==> src/rtl/nubus_pkg.sv <==
// nubus_pkg: shared constants and state type for NuBus slot controllers
package nubus_pkg;
    localparam logic [3:0] SLOT_BASE       = 4'hF;
    localparam int         DEFAULT_TIMEOUT = 1023;
    localparam logic [7:0] REG_OFFSET      = 8'h08;
    localparam logic [3:0] ROM_OFFSET      = 4'hF;
    typedef enum logic [1:0] {IDLE, REQ, DONE, RECOVER} state_t;
endpackage

==> src/rtl/nubus_timeout_ctr.sv <==
// nubus_timeout_ctr: clear/enable cycle counter with terminal-count flag
//   clk, reset_n : clock, async active-low reset
//   clr, en      : synchronous clear (wins), count enable
//   tc           : high while count == TIMEOUT_CYC-1
module nubus_timeout_ctr #(
    parameter int TIMEOUT_CYC = 1023
) (
    input  logic clk,
    input  logic reset_n,
    input  logic clr,
    input  logic en,
    output logic tc
);
    localparam int W = $clog2(TIMEOUT_CYC + 1);
    logic [W-1:0] count;
    always_ff @(posedge clk or negedge reset_n) begin
        if (!reset_n) count <= '0;
        else if (clr) count <= '0;
        else if (en) count <= count + 1'b1;
    end
    assign tc = count == W'(TIMEOUT_CYC - 1);
endmodule

==> src/rtl/nubus_slot_master.sv <==
// nubus_slot_master: 68000-to-NuBus slot initiator with timeout bus error and slot interrupt
//   cpu_*   : 68000 side (cs, as_n, rw, uds_n, lds_n, addr, dout in; din, dtack_n, berr_n out)
//   slot_*  : card side (addr, data_out, uds_lds, rw_n, select out; data_in, ack_n, nmrq_n in)
//   irq_enable / slot_irq : interrupt gate and registered request
module nubus_slot_master
    import nubus_pkg::*;
#(
    parameter logic [3:0] SLOT_ID     = 4'hE,
    parameter int         TIMEOUT_CYC = DEFAULT_TIMEOUT
) (
    input  logic        clk,
    input  logic        reset_n,
    input  logic        cpu_cs,
    input  logic        cpu_as_n,
    input  logic        cpu_rw,
    input  logic        cpu_uds_n,
    input  logic        cpu_lds_n,
    input  logic [22:0] cpu_addr,
    input  logic [15:0] cpu_dout,
    output logic [15:0] cpu_din,
    output logic        cpu_dtack_n,
    output logic        cpu_berr_n,
    input  logic        irq_enable,
    output logic        slot_irq,
    output logic [31:0] slot_addr,
    output logic [15:0] slot_data_out,
    input  logic [15:0] slot_data_in,
    output logic [1:0]  slot_uds_lds,
    output logic        slot_rw_n,
    output logic        slot_select,
    input  logic        slot_ack_n,
    input  logic        slot_nmrq_n
);
    state_t state, state_nx;
    logic start, tmo_en, tmo_tc, fin_ack, fin_tmo, rel;

    nubus_timeout_ctr #(.TIMEOUT_CYC(TIMEOUT_CYC)) u_tmo (
        .clk(clk), .reset_n(reset_n), .clr(start), .en(tmo_en), .tc(tmo_tc)
    );

    always_ff @(posedge clk or negedge reset_n) begin
        if (!reset_n) state <= IDLE;
        else state <= state_nx;
    end

    // a stale ack (still low from the previous card cycle) blocks a new start
    always_comb begin
        state_nx = state;
        start    = 1'b0;
        tmo_en   = 1'b0;
        fin_ack  = 1'b0;
        fin_tmo  = 1'b0;
        rel      = 1'b0;
        case (state)
            IDLE: if (cpu_cs && !cpu_as_n && (!cpu_uds_n || !cpu_lds_n) && slot_ack_n) begin
                start    = 1'b1;
                state_nx = REQ;
            end
            REQ: if (!slot_ack_n) begin
                fin_ack  = 1'b1;
                state_nx = DONE;
            end else if (tmo_tc) begin
                fin_tmo  = 1'b1;
                state_nx = DONE;
            end else tmo_en = 1'b1;
            DONE: if (cpu_as_n) begin
                rel      = 1'b1;
                state_nx = RECOVER;
            end
            RECOVER: if (slot_ack_n) state_nx = IDLE;
            default: state_nx = IDLE;
        endcase
    end

    // request fields are latched once at start so the card sees them stable for the whole select
    always_ff @(posedge clk or negedge reset_n) begin
        if (!reset_n) begin
            slot_select   <= 1'b0;
            slot_addr     <= '0;
            slot_data_out <= '0;
            slot_uds_lds  <= '0;
            slot_rw_n     <= 1'b1;
            cpu_din       <= '0;
            cpu_dtack_n   <= 1'b1;
            cpu_berr_n    <= 1'b1;
            slot_irq      <= 1'b0;
        end else begin
            slot_irq <= ~slot_nmrq_n & irq_enable;
            if (start) begin
                slot_select   <= 1'b1;
                slot_addr     <= {SLOT_BASE, SLOT_ID, cpu_addr, 1'b0};
                slot_uds_lds  <= {~cpu_uds_n, ~cpu_lds_n};
                slot_rw_n     <= cpu_rw;
                slot_data_out <= cpu_dout;
            end
            if (fin_ack || fin_tmo) slot_select <= 1'b0;
            if (fin_ack && slot_rw_n) cpu_din <= slot_data_in;
            if (fin_ack) cpu_dtack_n <= 1'b0;
            if (fin_tmo) cpu_berr_n <= 1'b0;
            if (rel) begin
                cpu_dtack_n <= 1'b1;
                cpu_berr_n  <= 1'b1;
            end
        end
    end
endmodule

==> config.mk <==
export PLATFORM = sky130hd
export DESIGN_NAME = nubus_slot_master
export DESIGN_NICKNAME = d
export VERILOG_FILES = /design/src/rtl/nubus_pkg.sv /design/src/rtl/nubus_timeout_ctr.sv /design/src/rtl/nubus_slot_master.sv
export SDC_FILE = /design/constraint.sdc
export NUM_CORES = 1
export LEC_CHECK = 0
export CAP_MARGIN = 0
export CORE_MARGIN = 2
export CORE_UTILIZATION = 56
export DETAILED_ROUTE_END_ITERATION = 8
export DONT_BUFFER_PORTS = 1
export HOLD_SLACK_MARGIN = 0.02
export PLACE_DENSITY = 0.74
export RECOVER_POWER = 50
export SLEW_MARGIN = 20
export SYNTH_ARGS = -nofsm -noshare
export SYNTH_HDL_FRONTEND = slang
export SYNTH_SLANG_ARGS = --single-unit
==> constraint.sdc <==
create_clock -name clk -period 1.71 [get_ports clk]
set_clock_uncertainty 0.15 [all_clocks]
set_input_delay 0.0855 -clock clk [delete_from_list [all_inputs] [get_ports clk]]
set_output_delay 0.0855 -clock clk [all_outputs]
set_load 0.05 [all_outputs]
# == Yosys cells after proc, flatten, opt, wreduce, memory -nomap -nowiden ==
# Cells that the tools add are included.
# word_totals
output_inout_bits,71
elab_cells,65
regBits,75
input_bits,65
# classes
reduce_logical,15
n_bitwise,4
eq_ne,8
muxes,26
addsub,1
# op_table
cell,count
10-bit two-way mux,2
1-bit two-way mux,18
"10-bit by 1-bit adder with 10-bit output, second input constant",1
"10-bit equality test, second input constant",1
2-bit two-way mux,5
2-bit one-hot mux with 4 select lines,1
2-bit nonzero test,4
"2-bit inequality test, second input constant",3
"2-bit equality test, second input constant",2
1-bit logical AND,4
4-bit AND reduction,1
1-bit zero test,3
"3-bit inequality test, second input constant",1
1-bit NOT,3
"2-bit by 1-bit equality test with 1-bit output, second input constant",1
2-bit zero test,1
1-bit logical OR,2
1-bit bitwise AND,1

# == Longest topological paths before layout ==
# depth
depth_word,8
ltp_mapped,8
depth_no_buf,6

# == By module ==
# From an unflattened synthesis, not the netlist that was laid out.
# unflattened
cells_unflattened,221
hier_area_um2,3281.9
# modules_own_cells
module,n_inst,cells_per_inst,seq_area_each_um2,area_each_um2
nubus_slot_master,1,168,1630.3,2753.9
nubus_timeout_ctr,1,53,250.2,528.0

# == Least setup slack after synthesis ==
# OpenSTA, ideal clock, no wires.
# synth_timing
path_type,flip-flop to flip-flop
from,reg state[1]
to,reg cpu_din[10]
t_required_ps,1435
setup_time_ps,125
period_less_slack_ps,1754
path_stages_with_launch,6
setup_slack_ps,-44
arrival_time_ps,1479
path_buffers,1
path_cell_list,dfrtp_1 > inv_1 > ha_1 > nand3b_1 > buf_2 > mux2_2
# synth_via
elab_chain_len,3
# synth_lines
item,line_no,rtl
from (decl),nubus_slot_master.sv:34,"state_t state, state_nx;"
from (signal assigned),nubus_slot_master.sv:43,else state <= state_nx;
2-bit by 1-bit equality test with 1-bit output,nubus_slot_master.sv:54,case (state)
1-bit two-way mux,nubus_slot_master.sv:54,
1-bit logical AND,nubus_slot_master.sv:97,if (fin_ack && slot_rw_n) cpu_din <= slot_data_in;
to (signal assigned),nubus_slot_master.sv:97,
to (decl),nubus_slot_master.sv:20,"output logic [15:0] cpu_din,"
# No other way between the ends.
# A chain may end at the register's enable or synchronous reset.

# == Final worst setup path ==
# layout_timing
from,reg u_tmo.count[0]
to,reg state[1]
# layout_via
elab_chain_len,3
# layout_lines
item,line_no,rtl
from (decl),nubus_timeout_ctr.sv:15,logic [W-1:0] count;
from (signal assigned),nubus_timeout_ctr.sv:19,else if (en) count <= count + 1'b1;
10-bit equality test,nubus_timeout_ctr.sv:21,assign tc = count == W'(TIMEOUT_CYC - 1);
3-bit inequality test (no line),n/a,
4-bit AND reduction (no line),n/a,
# No other way between the ends.

==> qor.csv <==
metric,value,unit
run status,finished with violations,
failing checks,hold timing,
drt drc,0,
RSZ-0062 raised after global routing,true,
RR Endpoint,state[1],
Syn-to-layout area delta,32.9,%
Placer Congestion,0.823,
gr ovfl total,0,
design area,4220,um2
Lkg Pwr,2.08,nW
crit path kind,reg2reg,
share of layout cells above drive strength 1,17.3,%
clock root cell,clkbuf_8,
met1 Use GR,32.5,%
Syn Area/Cell,10.2,um2
# H-tree levels,3,
via-per-instance ratio,5.27,
"area leader, netlist",dfrtp_1,
reg2reg setup slack,0.03,ns
worst skew pair latency,0.33,ns
endpoints failing hold,75,
total power,0.00868,W
routed vias,2456,
worst r2r path cells,6,
DR WL/cell,16.5,um
Fin Setup TNS,0,ns
initial antenna violation count,0,
DP Area,3390,um2
DPL Wire Length,4680,um
Sink Count,75,
number of CTS-inserted buffers,9,
Fmax,596,MHz
ys async rst share,100,%
Slew Limit Fails,0,
Die W,79.3,um
vias in the first global route,2442,
initial DRC count,120,
fillcell total,368,
fin crit period,1.68,ns
Synth Register Bits,75,
endpoints failing setup,0,
startpoint types,flop,
most frequent cells in the layout,"nand2_1 (130), dfrtp_1 (70), dlygate4sd3_1 (62)",
largest net degree at the start of global routing,76,
gate count after technology mapping,311,
clk slew on worst S/H paths,0.08,ns
CTS tree,done,
launch point of the worst reg-to-reg path,u_tmo.count[0],
grt met2 use,41.1,%
Max Cap Viol,0,
DIE HEIGHT,79.3,um
"commonest non-fill, non-tap cell in the layout",nand2_1,
worst-margin pin slew,0.641,ns
CP Capture Type,flop,
power per cell area,2060,nW/um2
Total GRT Usage,25.5,%
Slew headroom,57.4,%
nets@finish,461,
Synth area leaders,"dfrtp_1 (57%), nand2_1 (15%), mux2_2 (5.7%)",
CTS Hold Bufs,62,
final critical-path share of the clock period,98.1,%
Synth Flop Type,dfrtp_1,
worst-path maximum fanout,2,
grt peak-use layer,met2,
first-pass GRT wire length,12100,um
CP required,1.78,ns
# diodes,0,
IO Port Bufs,0,
initial core utilization,57.7,%
core area,5510,um2
"Distinct cells, synth",36,
die area,6290,um2
Detailed Routing Iterations Pass 1,4,
M3 GR Usage,6.59,%
area share of the largest cell type after synthesis,56.7,%
Post-Route WL,7680,um
CTS Buffer Depth,2,
Top Ports,136,
HP Class,in2async,
sequential-to-total area share from yosys stat,59.2,%
num rows,27,
"EDFF count, synth",0,
yosys warns,0,
Syn Std Cell Area,3180,um2
CP Data Arrival Time,1.75,ns
DRT antenna net count,0,
Fin Hold WS,-0.717,ns
final core occ,76.7,%
Max VDD drop,0.00138,V
-- per-layer routing --
layer	part of all wire, %	wire, um
met2	50	3810
met1	42	3240
met3	6.1	469
met5	0	0
met4	2.0	157
-- worst max path at each step --
stage	from	end
after floorplan	state[1]	u_tmo.count[7]
after global placement	u_tmo.count[0]	state[1]
after detailed placement	state[1]	u_tmo.count[7]
after CTS	state[1]	u_tmo.count[7]
after global routing	state[1]	u_tmo.count[7]
final	u_tmo.count[0]	state[1]
-- state kept, by name (all words and copies together) (netlist names) --
signal / cells
cpu_berr_n: 1
cpu_din: 16
cpu_dtack_n: 1
slot_addr: 24
slot_data_out: 16
slot_irq: 1
slot_rw_n: 1
slot_select: 1
slot_uds_lds: 2
state: 2
u_tmo.count: 10
-- cell usage after synthesis, types with 2 or more instances --
cell,n
nand2_1,130
dfrtp_1,72
mux2_2,16
buf_2,9
buf_4,9
o21ai_0,9
ha_1,7
nor2_1,7
inv_1,5
and3_1,4
nand3_1,4
a21oi_1,3
and2_1,3
dfstp_2,3
xor2_1,3
a31oi_1,2
clkbuf_1,2
nand2b_1,2
nand4_1,2
o211ai_1,2
or3_1,2
-- cell families (layout without fill, tap and decap cells) --
group                    after synthesis  after routing  share of synthesized area, %
buffers and inverters                 26            108                          4.73
AND/OR/NAND/NOR                      160            160                          21.0
XOR/XNOR                               4              4                          1.10
flip-flops                            75             75                          59.2
other                                  1              2                         0.118
multiplexers                          18             18                          6.46
adder cells (fa/ha/maj)                7              7                          2.76
AO/OA/AOI/OAI                         20             20                          4.65
-- timing repair --
action,in CTS,in global routing
endpoints found under the setup margin,2,29
resized for setup,4,11
buffers inserted,0,0
cloned,0,0
pin swaps,0,1
hold endpoints to repair,139,75
-- cell type report --
cell class	count	area, um2	share of cell area [%]
clock buffer	10	138	3.26
inverter	5	18.8	0.444
sequential	75	1890	44.7
tap	72	90.1	2.13
clock inverter	6	63.8	1.51
multi-input combinational	211	1190	28.1
timing repair buffer	87	841	19.9
-- critical path, stage by stage, from the launching register on --
cell and delay (ns):
dfrtp_1 0.38, inv_1 0.09, ha_2 0.18, and2_4 0.14, a31o_4 0.17, o2111ai_4 0.14
mux2_4 0.31
-- power by group --
group / switching (W) / internal, W / leakage, nW
Clock: 0.000642 / 0.000714 / 0.0987
Sequential: 0.00248 / 0.00250 / 0.948
Combinational: 0.00148 / 0.000870 / 1.03
Total: 0.00460 / 0.00408 / 2.08
-- through the flow --
stage / std cells / worst slack (ns) / hold WS [ns]
floorplan: 312 / 0.0102 / -0.360
global placement: 388 / 0.0477 / -0.359
detailed placement: 388 / -0.0336 / -0.359
CTS: 466 / 0.00972 / -0.729
global route: 466 / -0.0393 / -0.740
finish: 466 / 0.0331 / -0.717
No activity file was read; power rests on OpenSTA's default activity.
